===== config.mk =====
export PLATFORM = sky130hd
export DESIGN_NAME = lrf_frame_source
export DESIGN_NICKNAME = d
export VERILOG_FILES = /design/src/rtl/lrf_pkg.sv /design/src/rtl/lrf_pix_counter.sv /design/src/rtl/lrf_frame_source.sv
export SDC_FILE = /design/constraint.sdc
export NUM_CORES = 1
export LEC_CHECK = 0
export ABC_AREA = 1
export CAP_MARGIN = 0
export CORE_AREA = 2 2 74 76
export DETAILED_ROUTE_END_ITERATION = 8
export DIE_AREA = 0 0 76 78
export GPL_ROUTABILITY_DRIVEN = 0
export PLACE_DENSITY = 0.83
export SLEW_MARGIN = 20
export SYNTH_ARGS = -nofsm -noshare
export SYNTH_HDL_FRONTEND = slang
export SYNTH_SLANG_ARGS = --single-unit

===== constraint.sdc =====
create_clock -name aclk -period 3.8 [get_ports aclk]
set_input_delay 0.76 -clock aclk [delete_from_list [all_inputs] [get_ports aclk]]
set_output_delay 0.76 -clock aclk [all_outputs]
set_load 0.02 [all_outputs]

===== src/rtl/lrf_pkg.sv =====
// Shared definitions for the LRF synthetic frame source.
// Holds pattern encodings, FSM states, LFSR constants and a counter-width helper.
// No ports; imported by lrf_pix_counter and lrf_frame_source.
package lrf_pkg;

   localparam logic [1:0] PAT_RAMP   = 2'd0;   // x + y + f
   localparam logic [1:0] PAT_FRAME  = 2'd1;   // frame index
   localparam logic [1:0] PAT_XCOORD = 2'd2;   // column index
   localparam logic [1:0] PAT_NOISE  = 2'd3;   // LFSR bits, or zero when noise is compiled out

   typedef enum logic [1:0] {
      IDLE   = 2'd0,
      STREAM = 2'd1,
      GAP    = 2'd2,
      DONE   = 2'd3
   } state_t;

   // Fibonacci LFSR, taps 16,14,13,11, shifting right.
   // Tap positions map to register bits 0,2,3,5.
   localparam logic [15:0] LFSR_SEED = 16'hACE1;
   localparam logic [15:0] LFSR_TAPS = 16'h002D;

   function automatic logic [15:0] lfsr_step(input logic [15:0] s);
      return {^(s & LFSR_TAPS), s[15:1]};
   endfunction

   // Counter width for a range 0..n-1, never narrower than one bit.
   function automatic int cnt_w(input int n);
      return (n > 1) ? $clog2(n) : 1;
   endfunction

endpackage


===== src/rtl/lrf_pix_counter.sv =====
// Nested x/y/f wrap counter naming the next pixel the source will present.
// Latency: coordinates and flags are combinational from the state (or zero during clr_i); the state updates one cycle after adv_i.
// Backpressure: none internally; the owner asserts adv_i only when a beat is loaded.
// Ports: clk/aresetn (sync active-low), clr_i, adv_i, x_o/y_o/f_o, sof_o, eof_o, last_frame_o.
module lrf_pix_counter
   import lrf_pkg::*;
#(
   parameter int FRAME_WIDTH  = 512,
   parameter int FRAME_HEIGHT = 512,
   parameter int NUM_FRAMES   = 32,
   parameter int XW = cnt_w(FRAME_WIDTH),
   parameter int YW = cnt_w(FRAME_HEIGHT),
   parameter int FW = cnt_w(NUM_FRAMES)
) (
   input  logic          clk,
   input  logic          aresetn,
   input  logic          clr_i,
   input  logic          adv_i,
   output logic [XW-1:0] x_o,
   output logic [YW-1:0] y_o,
   output logic [FW-1:0] f_o,
   output logic          sof_o,
   output logic          eof_o,
   output logic          last_frame_o
);

   logic [XW-1:0] x_q, x_d, x_b;
   logic [YW-1:0] y_q, y_d, y_b;
   logic [FW-1:0] f_q, f_d, f_b;
   logic          x_end, y_end, f_end;

   // clr_i zeroes the visible coordinates in the same cycle, so a start can
   // load pixel (0,0,0) and step past it with a single adv_i.
   always_comb begin
      x_b   = clr_i ? '0 : x_q;
      y_b   = clr_i ? '0 : y_q;
      f_b   = clr_i ? '0 : f_q;
      x_end = (x_b == XW'(FRAME_WIDTH - 1));
      y_end = (y_b == YW'(FRAME_HEIGHT - 1));
      f_end = (f_b == FW'(NUM_FRAMES - 1));
      x_d   = x_b;
      y_d   = y_b;
      f_d   = f_b;
      if (adv_i) begin
         if (x_end) begin
            x_d = '0;
            if (y_end) begin
               y_d = '0;
               f_d = f_end ? '0 : f_b + FW'(1);
            end else begin
               y_d = y_b + YW'(1);
            end
         end else begin
            x_d = x_b + XW'(1);
         end
      end
   end

   always_ff @(posedge clk) begin
      if (!aresetn) begin
         x_q <= '0;
         y_q <= '0;
         f_q <= '0;
      end else begin
         x_q <= x_d;
         y_q <= y_d;
         f_q <= f_d;
      end
   end

   assign x_o          = x_b;
   assign y_o          = y_b;
   assign f_o          = f_b;
   assign sof_o        = (x_b == '0) && (y_b == '0);
   assign eof_o        = x_end && y_end;
   assign last_frame_o = f_end;

endmodule


===== src/rtl/lrf_frame_source.sv =====
// AXI4-Stream master emitting NUM_FRAMES synthetic FRAME_WIDTH x FRAME_HEIGHT frames per start.
// Latency: first beat valid one cycle after an accepted start; one beat per cycle while tready is high.
// Backpressure: holds tdata/tlast/tuser/tvalid stable while tvalid && !tready.
// Ports: aclk, aresetn (sync active-low), start, pattern_sel, busy, done, m_axis_* (tdata/tvalid/tready/tlast/tuser).
// Build option: define LRF_SRC_NOISE_EN to add the 16-bit LFSR for pattern 3 and bit-0 dither on patterns 0-2.
module lrf_frame_source
   import lrf_pkg::*;
#(
   parameter int FRAME_WIDTH  = 512,
   parameter int FRAME_HEIGHT = 512,
   parameter int PIXEL_WIDTH  = 8,
   parameter int NUM_FRAMES   = 32,
   parameter int FRAME_GAP    = 4
) (
   input  logic                   aclk,
   input  logic                   aresetn,
   input  logic                   start,
   input  logic [1:0]             pattern_sel,
   output logic                   busy,
   output logic                   done,
   output logic [PIXEL_WIDTH-1:0] m_axis_tdata,
   output logic                   m_axis_tvalid,
   input  logic                   m_axis_tready,
   output logic                   m_axis_tlast,
   output logic                   m_axis_tuser
);

   localparam int  XW      = cnt_w(FRAME_WIDTH);
   localparam int  YW      = cnt_w(FRAME_HEIGHT);
   localparam int  FW      = cnt_w(NUM_FRAMES);
   localparam int  GW      = cnt_w(FRAME_GAP);
   localparam bit  HAS_GAP = (FRAME_GAP > 0);

   state_t                 state_q;
   logic [1:0]             pat_q;
   logic                   busy_q, done_q, tvalid_q, tlast_q, tuser_q, final_q;
   logic [PIXEL_WIDTH-1:0] tdata_q;
   logic [GW-1:0]          gap_q;

   logic          accept, start_ok, gap_end, load;
   logic [1:0]    pat_c;
   logic [XW-1:0] cx;
   logic [YW-1:0] cy;
   logic [FW-1:0] cf;
   logic          c_sof, c_eof, c_last_frame;
   logic [PIXEL_WIDTH-1:0] pix_c;

   assign accept   = tvalid_q && m_axis_tready;
   assign start_ok = (state_q == IDLE) && start;
   assign gap_end  = (state_q == GAP) && ((32'(gap_q) + 32'd1) >= FRAME_GAP);

   // The output registers are loaded with the pixel the counter points at:
   // on start, after a non-final beat is taken, or when a gap runs out.
   // A tlast beat that ends the burst or leads into a gap loads nothing.
   assign load = start_ok || gap_end ||
                 ((state_q == STREAM) && accept && !(tlast_q && (final_q || HAS_GAP)));

   // pattern_sel only matters in the start cycle; afterwards the latched copy rules.
   assign pat_c = start_ok ? pattern_sel : pat_q;

   lrf_pix_counter #(
      .FRAME_WIDTH  (FRAME_WIDTH),
      .FRAME_HEIGHT (FRAME_HEIGHT),
      .NUM_FRAMES   (NUM_FRAMES),
      .XW           (XW),
      .YW           (YW),
      .FW           (FW)
   ) u_cnt (
      .clk          (aclk),
      .aresetn      (aresetn),
      .clr_i        (start_ok),
      .adv_i        (load),
      .x_o          (cx),
      .y_o          (cy),
      .f_o          (cf),
      .sof_o        (c_sof),
      .eof_o        (c_eof),
      .last_frame_o (c_last_frame)
   );

`ifdef LRF_SRC_NOISE_EN
   // lfsr_q tracks the value belonging to the pixel the counter points at,
   // so it steps on every load; the visible beats still see one step per accepted beat.
   logic [15:0] lfsr_q, lfsr_c;
   assign lfsr_c = start_ok ? LFSR_SEED : lfsr_q;

   always_ff @(posedge aclk) begin
      if (!aresetn) begin
         lfsr_q <= LFSR_SEED;
      end else if (load) begin
         lfsr_q <= lfsr_step(lfsr_c);
      end
   end
`endif

   always_comb begin
      case (pat_c)
         PAT_RAMP:   pix_c = PIXEL_WIDTH'(32'(cx) + 32'(cy) + 32'(cf));
         PAT_FRAME:  pix_c = PIXEL_WIDTH'(cf);
         PAT_XCOORD: pix_c = PIXEL_WIDTH'(cx);
`ifdef LRF_SRC_NOISE_EN
         default:    pix_c = PIXEL_WIDTH'(lfsr_c);
`else
         default:    pix_c = '0;
`endif
      endcase
`ifdef LRF_SRC_NOISE_EN
      if (pat_c != PAT_NOISE) begin
         pix_c[0] = pix_c[0] ^ lfsr_c[0];
      end
`endif
   end

   always_ff @(posedge aclk) begin
      if (!aresetn) begin
         state_q  <= IDLE;
         pat_q    <= PAT_RAMP;
         busy_q   <= 1'b0;
         done_q   <= 1'b0;
         tdata_q  <= '0;
         tvalid_q <= 1'b0;
         tlast_q  <= 1'b0;
         tuser_q  <= 1'b0;
         final_q  <= 1'b0;
         gap_q    <= '0;
      end else begin
         done_q <= 1'b0;
         if (load) begin
            tdata_q  <= pix_c;
            tuser_q  <= c_sof;
            tlast_q  <= c_eof;
            final_q  <= c_eof && c_last_frame;
            tvalid_q <= 1'b1;
         end
         case (state_q)
            IDLE: begin
               if (start) begin
                  pat_q   <= pattern_sel;
                  busy_q  <= 1'b1;
                  state_q <= STREAM;
               end
            end
            STREAM: begin
               if (accept && tlast_q) begin
                  if (final_q) begin
                     state_q  <= DONE;
                     tvalid_q <= 1'b0;
                     busy_q   <= 1'b0;
                     done_q   <= 1'b1;
                  end else if (HAS_GAP) begin
                     state_q  <= GAP;
                     gap_q    <= '0;
                     tvalid_q <= 1'b0;
                  end
               end
            end
            GAP: begin
               if (gap_end) begin
                  state_q <= STREAM;
               end else begin
                  gap_q <= gap_q + GW'(1);
               end
            end
            DONE: begin
               state_q <= IDLE;
            end
            default: state_q <= IDLE;
         endcase
      end
   end

   assign busy          = busy_q;
   assign done          = done_q;
   assign m_axis_tdata  = tdata_q;
   assign m_axis_tvalid = tvalid_q;
   assign m_axis_tlast  = tlast_q;
   assign m_axis_tuser  = tuser_q;

endmodule


==> impl_metrics.py <==
metrics = {
    "drt": {
        "ant_nets": 0,
        "drt-initial-drc-count": 180,
        "post_drt_via_cell_ratio": 5.46,
        "firstDrtPassIters": 5,
        "vias": 2832,
        "drc": 0,
        "wirelength_um": 7020,
        "route.detailed.wl_per_inst_um": 13.5,
    },
    "worst_setup_path": {
        "path_cells": "clkdlybuf4s50_1, nand2_4, inv_2, nor2_1, a21oi_1, ha_1, o21bai_1, ha_1, a21oi_1, nand3b_1, nand2_1, nor2_1, o21ai_1, a21oi_1",
        "crit_cells": 14,
        "crit_path_max_incr_delay_ps": 460,
        "critPathMaxFanout": 13,
        "crit_path_end": "m_axis_tdata[4]",
        "worst_ep_arrival_time_ps": 3460,
        "r2r-end": "m_axis_tdata[4]",
        "crit_buf_inv": 2,
        "cp_common_cell": "a21oi_1",
        "startpoint": "start",
        "worst_path_max_delay_cell": "clkdlybuf4s50_1",
        "reg2reg_depth": 14,
        "cp_top_family": "simple AND/OR/NAND/NOR gates",
        "crit_type": "in -> reg",
        "endpoint_kind": "flop",
        "r2r-start": "state_q[0]",
        "worstSetupStartpointType": "input port",
        "r2r_setup_slack_ps": 850,
        "cp.required_ps": 3960,
    },
    "finish": {
        "fin_cells": 519,
        "drive_gt1_share_pct": 12.2,
        "diodes": 0,
        "final_nets": 476,
        "postLayoutCellArea_um2": 3300,
        "final_util_pct": 65.4,
        "area_growth_pct": 10.6,
    },
    "run": {
        "maxCapViolations": 0,
    },
    "cts": {
        "cts_tree": "built",
        "cts.sinks": 43,
        "cts_buffer_depth": 2,
        "cts_buffers": 5,
        "cts_setup_buffers": 0,
        "clk_latency_ps": 300,
        "post_cts_resized": 0,
        "path_clk_slew_ps": 80,
        "cts_hold_buf": 0,
        "clockRootBuffer": "clkbuf_8",
        "h-tree-depth": 2,
    },
    "timing": {
        "fin_ws_ps": 500,
        "drv_slew": 0,
        "fin_worst_skew_ps": 6.81,
        "min_period_ps": 3300,
        "rsz0062_at_grt": "no",
        "max_freq_ghz": 0.303,
        "setup_viol": 0,
        "hold_viol": 0,
        "worst_slew_pin_slew_ps": 693,
        "relSlewSlack_pct": 53.7,
        "fin_crit_sh_pct": 86.8,
        "tns_ps": 0,
    },
    "floorplanning": {
        "std_cell_rows": 26,
        "dieArea_um2": 5930,
        "die_x_um": 76,
        "initial_utilization_pct": 59.2,
        "die_h_um": 78,
        "core_area_um2": 5040,
        "io_pins": 19,
    },
    "synth": {
        "synth.avg_cell_area_um2": 6.97,
        "yosysTopAreaCell": "dfxtp_1",
        "ys_top_cells_by_area": "dfxtp_1 (29%), nand2_1 (12%), ha_1 (8.0%)",
        "synth_seq_area_share_pct": 28.9,
        "yosysUniqueCellTypes": 41,
        "syn-cell-area_um2": 2980,
        "synth_edf_count": 0,
        "post-synth-top-count-cell": "nand2_1",
        "synthArstFlopShare_pct": 0,
        "yosysWarnings": 0,
        "synth_ff_type": "dfxtp_1",
        "ys_top_cells_by_count": "nand2_1 (93), inv_1 (59), dfxtp_1 (43)",
        "synth_seq_cells": 43,
        "syn-num-nets": 456,
        "synth_top_area_share_pct": 28.9,
        "synthCells": 428,
    },
    "power_and_ir_drop": {
        "leakage_nw": 1.51,
        "combPwrFrac_pct": 43.4,
        "p_int_uw": 849,
        "p_clk_share_pct": 19.3,
        "power_switching_uw": 670,
        "pwr_density_cell_nw_per_um2": 460,
        "swShare_pct": 44.1,
        "ir_drop_v": 0.000253,
        "pwr-share-seq_pct": 37.2,
    },
    "global_route": {
        "grt_pass1_vias": 2568,
        "overflow": 0,
        "track_usage_pct": 24.4,
        "grt_pass1_wl_um": 11800,
        "grt_max_degree": 27,
        "antenna_found_initial": 0,
    },
    "placement": {
        "port-buffer-count": 18,
        "hpwl_um": 5400,
        "dp.cells": 511,
        "pre_cts_ws_ps": 186,
        "placed_area_um2": 3210,
    },
    "status": {
        "status": "finished, final reports clean",
    },
    "hold_path": {
        "hold_depth": 2,
        "worstHoldPathType": "reg -> reg",
    },
}
-- how the worst min path moves through the flow --
stage / startpoint / end / slack [ps]
finish: m_axis_tuser / m_axis_tuser / 470
detailed placement: m_axis_tdata[1] / m_axis_tdata[1] / 460
CTS: m_axis_tdata[1] / m_axis_tdata[1] / 470
floorplan: gap_q[1] / gap_q[1] / 450
global route: m_axis_tdata[1] / m_axis_tdata[1] / 490
global placement: m_axis_tdata[4] / m_axis_tdata[4] / 450
-- power by group through the flow --
stage	Combinational (mW)	Sequential, mW	Clock, mW
floorplan	0.490	0.593	0
global placement	0.638	0.573	0
detailed placement	0.655	0.574	0
CTS	0.658	0.565	0.297
global route	0.727	0.574	0.317
finish	0.659	0.565	0.294
-- stage by stage --
| step | power [mW] | hold WS [ps] |
|---|---|---|
| 2_1_floorplan | 1.08 | 447 |
| 3_3_place_gp | 1.21 | 454 |
| 3_5_place_dp | 1.23 | 457 |
| 4_1_cts | 1.52 | 469 |
| 5_1_grt | 1.62 | 492 |
| 6_report | 1.52 | 471 |
-- tightest hold or removal path: stages (launching register included) --
cell	delay, ps
dfxtp_1	320
nand2_1	60
a21oi_1	60
-- layout by cell type, fill, tap and decap left out, drive strengths merged --
| cell type | synthesis | routed |
|---|---|---|
| clkinv | 0 | 1 |
| nand3b | 5 | 5 |
| xor2 | 2 | 2 |
| o21a | 1 | 1 |
| fa | 3 | 3 |
| nand2 | 107 | 107 |
| xnor2 | 1 | 1 |
| nand3 | 34 | 34 |
| clkdlybuf4s50 | 0 | 18 |
| dfxtp | 43 | 43 |
| nand4 | 8 | 8 |
| nor2 | 53 | 53 |
| a21oi | 30 | 30 |
| buf | 6 | 4 |
| clkinvlp | 0 | 1 |
| clkbuf | 3 | 6 |
| and3 | 1 | 1 |
| inv | 66 | 66 |
| nor3 | 13 | 13 |
| a211oi | 3 | 3 |
| o211ai | 1 | 1 |
| o21ai | 21 | 21 |
| ha | 19 | 19 |
| o31ai | 1 | 1 |
| a21boi | 1 | 1 |
| a31oi | 1 | 1 |
| o21bai | 3 | 3 |
| or2 | 2 | 2 |
-- logic make-up (layout without fill, tap and decap cells) --
kind of cell | after synthesis | after routing | synth area share, %
buf+inv | 75 | 96 | 10.7
fa+ha+maj | 22 | 22 | 9.98
xor+xnor | 3 | 3 | 0.881
compound gates | 62 | 62 | 11.6
flops | 43 | 43 | 28.9
simple gates | 223 | 223 | 38.0
-- layer usage --
| layer | track usage, % | up-vias | share of wire (%) |
|---|---|---|---|
| li1 | - | 1420 | - |
| met1 | 30.4 | 1296 | 44 |
| met2 | 43.9 | 106 | 49 |
| met3 | 3.37 | 10 | 5.7 |
| met4 | 7.45 | 0 | 1.5 |
| met5 | 0 | - | 0 |
-- flip-flops by register name, indices dropped and copies added (netlist names) --
| name | cells |
|---|---|
| u_cnt.x_q | 9 |
| u_cnt.y_q | 9 |
| m_axis_tdata | 8 |
| u_cnt.f_q | 5 |
| gap_q | 2 |
| pat_q | 2 |
| state_q | 2 |
| busy | 1 |
| done | 1 |
| final_q | 1 |
| m_axis_tlast | 1 |
| m_axis_tuser | 1 |
| m_axis_tvalid | 1 |
-- layout make-up --
type	count	area, um2
fill	468	1740
multi-input combinational	310	1800
timing repair buffer	22	210
inverter	66	250
sequential	43	861
clock inverter	2	12.5
clock buffer	6	72.6
tap	70	87.6
Power figures use the tool's default switching activity.
